$ cat config.mk
export PLATFORM = sky130hd
export DESIGN_NAME = line_bus_engine
export DESIGN_NICKNAME = d
export VERILOG_FILES = /design/src/rtl/line_bus_engine.sv
export SDC_FILE = /design/constraint.sdc
export NUM_CORES = 1
export LEC_CHECK = 0
export ABC_AREA = 0
export BUFFER_PORTS_ARGS = -buffer_cell sky130_fd_sc_hd__clkbuf_2
export CORE_AREA = 5 5 486 488
export DETAILED_ROUTE_END_ITERATION = 10
export DIE_AREA = 0 0 491 493
export PLACE_DENSITY = 0.47
export SYNTH_ARGS = -nofsm -noshare
export SYNTH_HDL_FRONTEND = slang
export SYNTH_SLANG_ARGS = --single-unit
$ cat constraint.sdc
create_clock -name clk -period 48.9 [get_ports clk]
set_input_delay 2.445 -clock clk [delete_from_list [all_inputs] [get_ports clk]]
set_output_delay 2.445 -clock clk [all_outputs]
set_load 0.05 [all_outputs]
$ cat src/rtl/line_bus_engine.sv
// Cache-line transfer engine: moves one line between the L1 line buffers and the
// shared system bus, as a writeback (store) or a fill (load), under one arbiter handshake.
module line_bus_engine #(
  parameter int unsigned                BUS_DATA_WIDTH = 64,
  parameter int unsigned                BUS_TAG_WIDTH  = 13,
  parameter int unsigned                LINE_BEATS     = 8,
  parameter logic [BUS_TAG_WIDTH-1:0]   TAG_WRITE      = 13'h1100,
  parameter logic [BUS_TAG_WIDTH-1:0]   TAG_READ       = 13'h0100
) (
  input  logic                                 clk,
  input  logic                                 reset,
  input  logic                                 start,
  input  logic                                 write_mode,
  input  logic [BUS_DATA_WIDTH-1:0]            addr,
  input  logic [BUS_DATA_WIDTH*LINE_BEATS-1:0] wdata,
  output logic [BUS_DATA_WIDTH*LINE_BEATS-1:0] rdata,
  output logic                                 busy,
  output logic                                 done,
  output logic                                 abtr_reqcyc,
  input  logic                                 abtr_grant,
  output logic                                 bus_busy,
  output logic                                 main_bus_reqcyc,
  input  logic                                 main_bus_reqack,
  output logic [BUS_DATA_WIDTH-1:0]            main_bus_req,
  output logic [BUS_TAG_WIDTH-1:0]             main_bus_reqtag,
  input  logic                                 main_bus_respcyc,
  input  logic [BUS_DATA_WIDTH-1:0]            main_bus_resp,
  input  logic [BUS_TAG_WIDTH-1:0]             main_bus_resptag,
  output logic                                 main_bus_respack
);

  localparam int unsigned OFFSET_BITS = $clog2(LINE_BEATS*BUS_DATA_WIDTH/8);
  localparam int unsigned IDX_BITS    = $clog2(LINE_BEATS);
  localparam int unsigned CNT_BITS    = IDX_BITS + 1;
  localparam logic [BUS_DATA_WIDTH-1:0] ALIGN_MASK =
    {{(BUS_DATA_WIDTH-OFFSET_BITS){1'b1}}, {OFFSET_BITS{1'b0}}};
  localparam logic [CNT_BITS-1:0] LAST_BEAT = CNT_BITS'(LINE_BEATS - 1);

  typedef enum logic [2:0] {
    S_IDLE, S_ARB, S_ADDR, S_WDATA, S_RDATA, S_DONE
  } state_t;

  state_t                    state, state_next;
  logic [CNT_BITS-1:0]       cnt;
  logic [IDX_BITS-1:0]       beat_idx;
  logic                      write_q;
  logic [BUS_DATA_WIDTH-1:0] addr_q;
  logic [BUS_DATA_WIDTH-1:0] line_q [LINE_BEATS];
  logic [BUS_DATA_WIDTH-1:0] fill_q [LINE_BEATS];
  logic                      resp_take;
  logic                      last_beat;

  assign beat_idx  = cnt[IDX_BITS-1:0];
  assign last_beat = (cnt == LAST_BEAT);
  // Foreign-tagged responses belong to another requester: never acked or captured.
  assign resp_take = (state == S_RDATA) && main_bus_respcyc && (main_bus_resptag == TAG_READ);

  always_ff @(posedge clk) begin
    if (reset) begin
      state <= S_IDLE;
      cnt   <= '0;
      for (int unsigned i = 0; i < LINE_BEATS; i++) fill_q[i] <= '0;
    end else begin
      state <= state_next;
      if (state == S_ADDR && main_bus_reqack)
        cnt <= '0;
      else if ((state == S_WDATA && main_bus_reqack) || resp_take)
        cnt <= cnt + 1'b1;
      if (resp_take) fill_q[beat_idx] <= main_bus_resp;
    end
  end

  // Request snapshot needs no reset: it is only observed after a start in IDLE.
  always_ff @(posedge clk) begin
    if (state == S_IDLE && start) begin
      write_q <= write_mode;
      addr_q  <= addr & ALIGN_MASK;
      for (int unsigned i = 0; i < LINE_BEATS; i++)
        line_q[i] <= wdata[i*BUS_DATA_WIDTH +: BUS_DATA_WIDTH];
    end
  end

  always_comb begin
    state_next = state;
    unique case (state)
      S_IDLE:  if (start) state_next = S_ARB;
      S_ARB:   if (abtr_grant) state_next = S_ADDR;
      S_ADDR:  if (main_bus_reqack) state_next = write_q ? S_WDATA : S_RDATA;
      S_WDATA: if (main_bus_reqack && last_beat) state_next = S_DONE;
      S_RDATA: if (resp_take && last_beat) state_next = S_DONE;
      S_DONE:  state_next = S_IDLE;
      default: state_next = S_IDLE;
    endcase
  end

  always_comb begin
    busy             = (state != S_IDLE);
    done             = (state == S_DONE);
    abtr_reqcyc      = (state == S_ARB);
    bus_busy         = (state == S_ADDR) || (state == S_WDATA) || (state == S_RDATA);
    main_bus_reqcyc  = (state == S_ADDR) || (state == S_WDATA);
    main_bus_req     = '0;
    main_bus_reqtag  = '0;
    main_bus_respack = resp_take;
    if (state == S_ADDR) begin
      main_bus_req    = addr_q;
      main_bus_reqtag = write_q ? TAG_WRITE : TAG_READ;
    end else if (state == S_WDATA) begin
      main_bus_req    = line_q[beat_idx];
      main_bus_reqtag = TAG_WRITE;
    end
  end

  always_comb begin
    rdata = '0;
    for (int unsigned i = 0; i < LINE_BEATS; i++)
      rdata[i*BUS_DATA_WIDTH +: BUS_DATA_WIDTH] = fill_q[i];
  end

endmodule

=== After elaboration in Yosys (flattened, before gate mapping) ===
Memories as Yosys holds them, arrays and structs flattened. A register that Yosys moved wholly into a read port is not among the register bits.
Cells that the tools add are included.

* Flip-flop bits (word level): 66
* Bits in latches: 0
* Bits in writable memories: 1024
* Bits in read-only memories: 0
* Input bits: 660
* Output and inout bits: 595
* Word-level logic and storage cells: 58
* Memories: 2

{| class="wikitable"
|+ Memories
! name !! words !! width !! rd ports !! clocked after memory_dff !! wr ports !! RTL line !! RTL
|-
| fill_q || 8 || 64 || 8 || 0 || 8 || 49 || <nowiki>logic [BUS_DATA_WIDTH-1:0] fill_q [LINE_BEATS];</nowiki>
|-
| line_q || 8 || 64 || 1 || 1 || 8 || 48 || <nowiki>logic [BUS_DATA_WIDTH-1:0] line_q [LINE_BEATS];</nowiki>
|}

* Add/sub/neg operators: 1
* Multiply operators: 0
* Div/mod/pow operators: 0
* Magnitude comparators: 0
* Equal/unequal tests: 12
* Shift-type cells: 0
* Multiplexer cells: 24
* Bitwise operators: 0
* Reduce and logical (&&, ||, !) cells: 15

{| class="wikitable"
|+ Operators with widths
! cell !! count
|-
| 64-bit 2-to-1 mux || 3
|-
| 64-bit OR reduction || 1
|-
| 13-bit 2-to-1 mux || 3
|-
| 3-bit 2-to-1 mux || 9
|-
| 3-bit case mux with 5 select lines || 1
|-
| 13-bit by 9-bit equality test with 1-bit output, second input constant || 1
|-
| 1-bit 2-to-1 mux || 8
|-
| 1-bit logical AND || 7
|-
| 3-bit by 2-bit equality test with 1-bit output, second input constant || 2
|-
| 3-bit equality test, second input constant || 2
|-
| 2-bit by 1-bit != test with 1-bit output, second input constant || 3
|-
| 5-bit AND reduction || 1
|-
| 4-bit by 1-bit adder with 4-bit output, second input constant || 1
|-
| 4-bit by 3-bit equality test with 1-bit output, second input constant || 1
|-
| 2-bit != test, second input constant || 2
|-
| 3-bit by 1-bit equality test with 1-bit output, second input constant || 1
|-
| 3-bit zero test || 1
|-
| 1-bit logical OR || 3
|-
| 3-bit nonzero test || 1
|-
| 2-bit OR reduction || 1
|}

=== Logic depth before layout (Yosys ltp) ===
* Word-level depth: 8
* Gate-level depth with buffers: 7
* Depth with buffers taken out: 7

=== Least setup slack after synthesis ===
OpenSTA, ideal clock, no wires.

* Path kind: input to register
* Start point: input port start
* End point: register addr_q[10] (enable)
* Library setup time: 1.522 ns
* Arrival: 25.866 ns
* Required time: 47.378 ns
* Path slack: 21.512 ns
* Stages on the path: 2
* Path buffers: 0
* Path through: inv_1 -> nor2_1

* Longest elaborated chain between the ends: 1

{| class="wikitable"
|+ RTL lines
! item !! RTL line !! RTL
|-
| start: declaration || 12 || <nowiki>input logic start,</nowiki>
|-
| 1-bit logical AND || 75 || <nowiki>if (state == S_IDLE && start) begin</nowiki>
|-
| end signal: assignment || 77 || <nowiki>addr_q <= addr & ALIGN_MASK;</nowiki>
|-
| end: declaration || 47 || <nowiki>logic [BUS_DATA_WIDTH-1:0] addr_q;</nowiki>
|}

Every way passes these cells.
A chain may end at the register's enable or synchronous reset.

==> impl_metrics.tcl <==
set metrics [dict create \
    cp.required_ns 49.27 \
    via_per_inst 3.72 \
    fp.dieH_um 493 \
    fin_tns_setup_ns 0 \
    grt_start_max_net_pins 80 \
    rows 177 \
    ys_types 47 \
    drc 0 \
    hold_ws_ns 0.587 \
    synth.area.top_cells "edfxtp_1 (79%), and2_1 (7.8%), mux4_2 (7.0%), mux2i_1 (1.6%), o21ai_0 (0.72%)" \
    synth_edf_count 1083 \
    postSynthAreaPerCell_um2 19.4 \
    synthAdderAreaFrac_pct 0.0304 \
    fin_util_pct 23.7 \
    rsz0062_at_grt "false" \
    slew_headroom_pct 28.7 \
    final_max_slew_viol_count 0 \
    fin_skew_ns 0.0712 \
    crit_buf_inv 9 \
    async_flop_share_pct 0 \
    post-route-period-util_pct 16.1 \
    dp_cells 6327 \
    postCtsHoldBufs 0 \
    dpl_cell_area_mm2 0.0509 \
    portBuffers 1237 \
    synthSimpleGateAreaFrac_pct 9.16 \
    io_pins 1255 \
    grt_pass1_vias 25743 \
    setup_viol 0 \
    postLayoutCellArea_mm2 0.0548 \
    vias 24384 \
    clk_pin_slew_ns 0.06 \
    root_buffer "clkbuf_16" \
    cts_tree "done" \
    cp_slowest_cell "buf_4" \
    drive_above_1_share_pct 45.6 \
    start_util_pct 17.8 \
    synth_mux_area_share_pct 8.64 \
    worst_pin_slew_ns 1.07 \
    synth_top_area_share_pct 79.0 \
    cts_buffers 119 \
    grtUsageTotal_pct 12.9 \
    die-area_mm2 0.242 \
    p_per_area_mw_per_mm2 45.8 \
    post_cts_resized 0 \
    max_freq_mhz 127 \
    layout_min_cycle_time_ns 7.88 \
    status "complete, no violations" \
    stdcell_count 6555 \
    finalWeightedCongestion 0.800 \
    ant_nets 0 \
    synth_seq_cells 1093 \
    synth_xor_area_share_pct 0.0213 \
    clock-sinks 1093 \
    drv_cap 0 \
    multi_input_area_mm2 0.00786 \
    final_cell_mix "clkbuf_2 (1237), edfxtp_1 (1083), and2_1 (512), mux4_2 (128), clkbuf_16 (119)" \
    dp_hpwl_mm 123 \
    min_path_type "register to register" \
    postRouteWirelength_mm 163 \
    worstPathArrival_ns 8.25 \
    synth_top_family_by_area "simple AND/OR/NAND/NOR gates" \
    critical_path.top_delay_family "buffers and inverters" \
    antenna_found_initial 57 \
    final_common_cell "clkbuf_2" \
    cpPeakStageDelay_ns 0.89 \
    fin_nets 4066 \
    dieWidth_um 491 \
    htreeDepth 3 \
    synthCells 2117 \
    ys_warn_count 0 \
    seqCellArea_mm2 0.0327 \
    cp_max_fo 79 \
    p_leak_uw 0.0208 \
    cts_setup_buffers 0 \
    synth_area_mm2 0.0412 \
    num-fill-cells 24256 \
    overflow 0 \
    core-area_mm2 0.231 \
    synth_compound_area_share_pct 0.933 \
    yosys_most_used_dff "edfxtp_1" \
    timing.critical_path.mode_cell "buf_4" \
    areaGrowthSynthToFinish_pct 33.2 \
    grt_pass1_wl_mm 218 \
    synth_top_cell_by_area "edfxtp_1" \
    dr.pass1.iters 5 \
    startpoint_type "primary input" \
    clock_path_buffers 3 \
    crit_type "primary input to register" \
    routedWlPerCell_um 24.8 \
    drtIter0Drc 1658 \
    yosysSeqAreaShare_pct 79.5 \
    clk_latency_ns 0.76 \
    finalHoldViolCount 0 \
    ir_worst_vdd_uv 29.1 \
    cp-end-kind "register" \
    crit_chain "clkbuf_2 -> inv_1 -> nor2_4 -> buf_4 -> buf_4 -> buf_4 -> buf_4 -> buf_4 -> buf_4 -> buf_4" \
]
-- per-stage QoR --
stage          worst slack [ns]  power, uW
5_1_grt                   40.67       2610
3_5_place_dp              40.18       1640
4_1_cts                   41.08       2550
3_3_place_gp              40.26       1630
6_report                  41.02       2510
2_1_floorplan             21.51       1610
-- path summary, 6_finish.rpt --
check / from / endpoint / slack (ns) / cells past startpoint
max: start / line_q[4][48] / 41.02 / 10
max reg2reg: state[1] / line_q[4][48] / 42.01 / 9
min: cnt[3] / cnt[3] / 0.59 / 2
min reg2reg: cnt[3] / cnt[3] / 0.59 / 2
-- power breakdown --
| part | internal, uW | switching (uW) | leakage (uW) | total (uW) |
|---|---|---|---|---|
| clock network | 516 | 391 | 0.00190 | 907 |
| logic | 88.6 | 269 | 0.00811 | 357 |
| registers | 1200 | 50.2 | 0.0108 | 1250 |
| total | 1800 | 710 | 0.0208 | 2510 |
-- state kept, by name, summed over array words and instances, names as in the netlist, named ones only --
name,flops
addr_q,58
cnt,4
fill_q,512
line_q,512
state,3
write_q,1
-- per-layer routing --
metal	wire length, um	global-route usage (%)
met5	253	0
met3	14000	4.17
met4	4600	3.95
met2	84300	23.5
met1	59600	14.2
-- cells in the mapped netlist (2+ instances only) --
| cell type | number |
|---|---|
| nand2b_1 | 2 |
| o21ai_0 | 59 |
| and3_1 | 3 |
| nand2_1 | 64 |
| or2_2 | 9 |
| nor2_1 | 23 |
| dfxtp_1 | 10 |
| clkbuf_1 | 39 |
| clkbuf_2 | 21 |
| and2_1 | 512 |
| nor2_2 | 3 |
| or3_1 | 2 |
| buf_1 | 17 |
| mux4_2 | 128 |
| edfxtp_1 | 1083 |
| buf_4 | 23 |
| buf_2 | 2 |
| buf_6 | 16 |
| mux2i_1 | 66 |
| a21oi_1 | 2 |
| inv_1 | 7 |
-- worst min-delay path: cells and delay by family (launching register included) --
kind            cells  cell delay (ns)
compound gates      1             0.15
flops               1             0.31
simple gates        1             0.10
-- cell families after synthesis --
family	Yosys count
AND/OR/NAND/NOR	630
multiplexers	195
other	1
adder cells (fa/ha/maj)	1
XOR/XNOR	1
flip-flops	1093
buffers and inverters	125
AO/OA/AOI/OAI	71
-- cell type report --
| class | count | share of cell area (%) |
|---|---|---|
| multi-input cells | 909 | 14.3 |
| diodes | 8 | 0.0365 |
| well taps | 3043 | 6.94 |
| inverters | 7 | 0.0479 |
| clock buffers | 140 | 5.58 |
| repair buffers | 1275 | 11.8 |
| flip-flops and latches | 1093 | 59.7 |
| clock inverters | 80 | 1.55 |
Power figures use the tool's default switching activity.
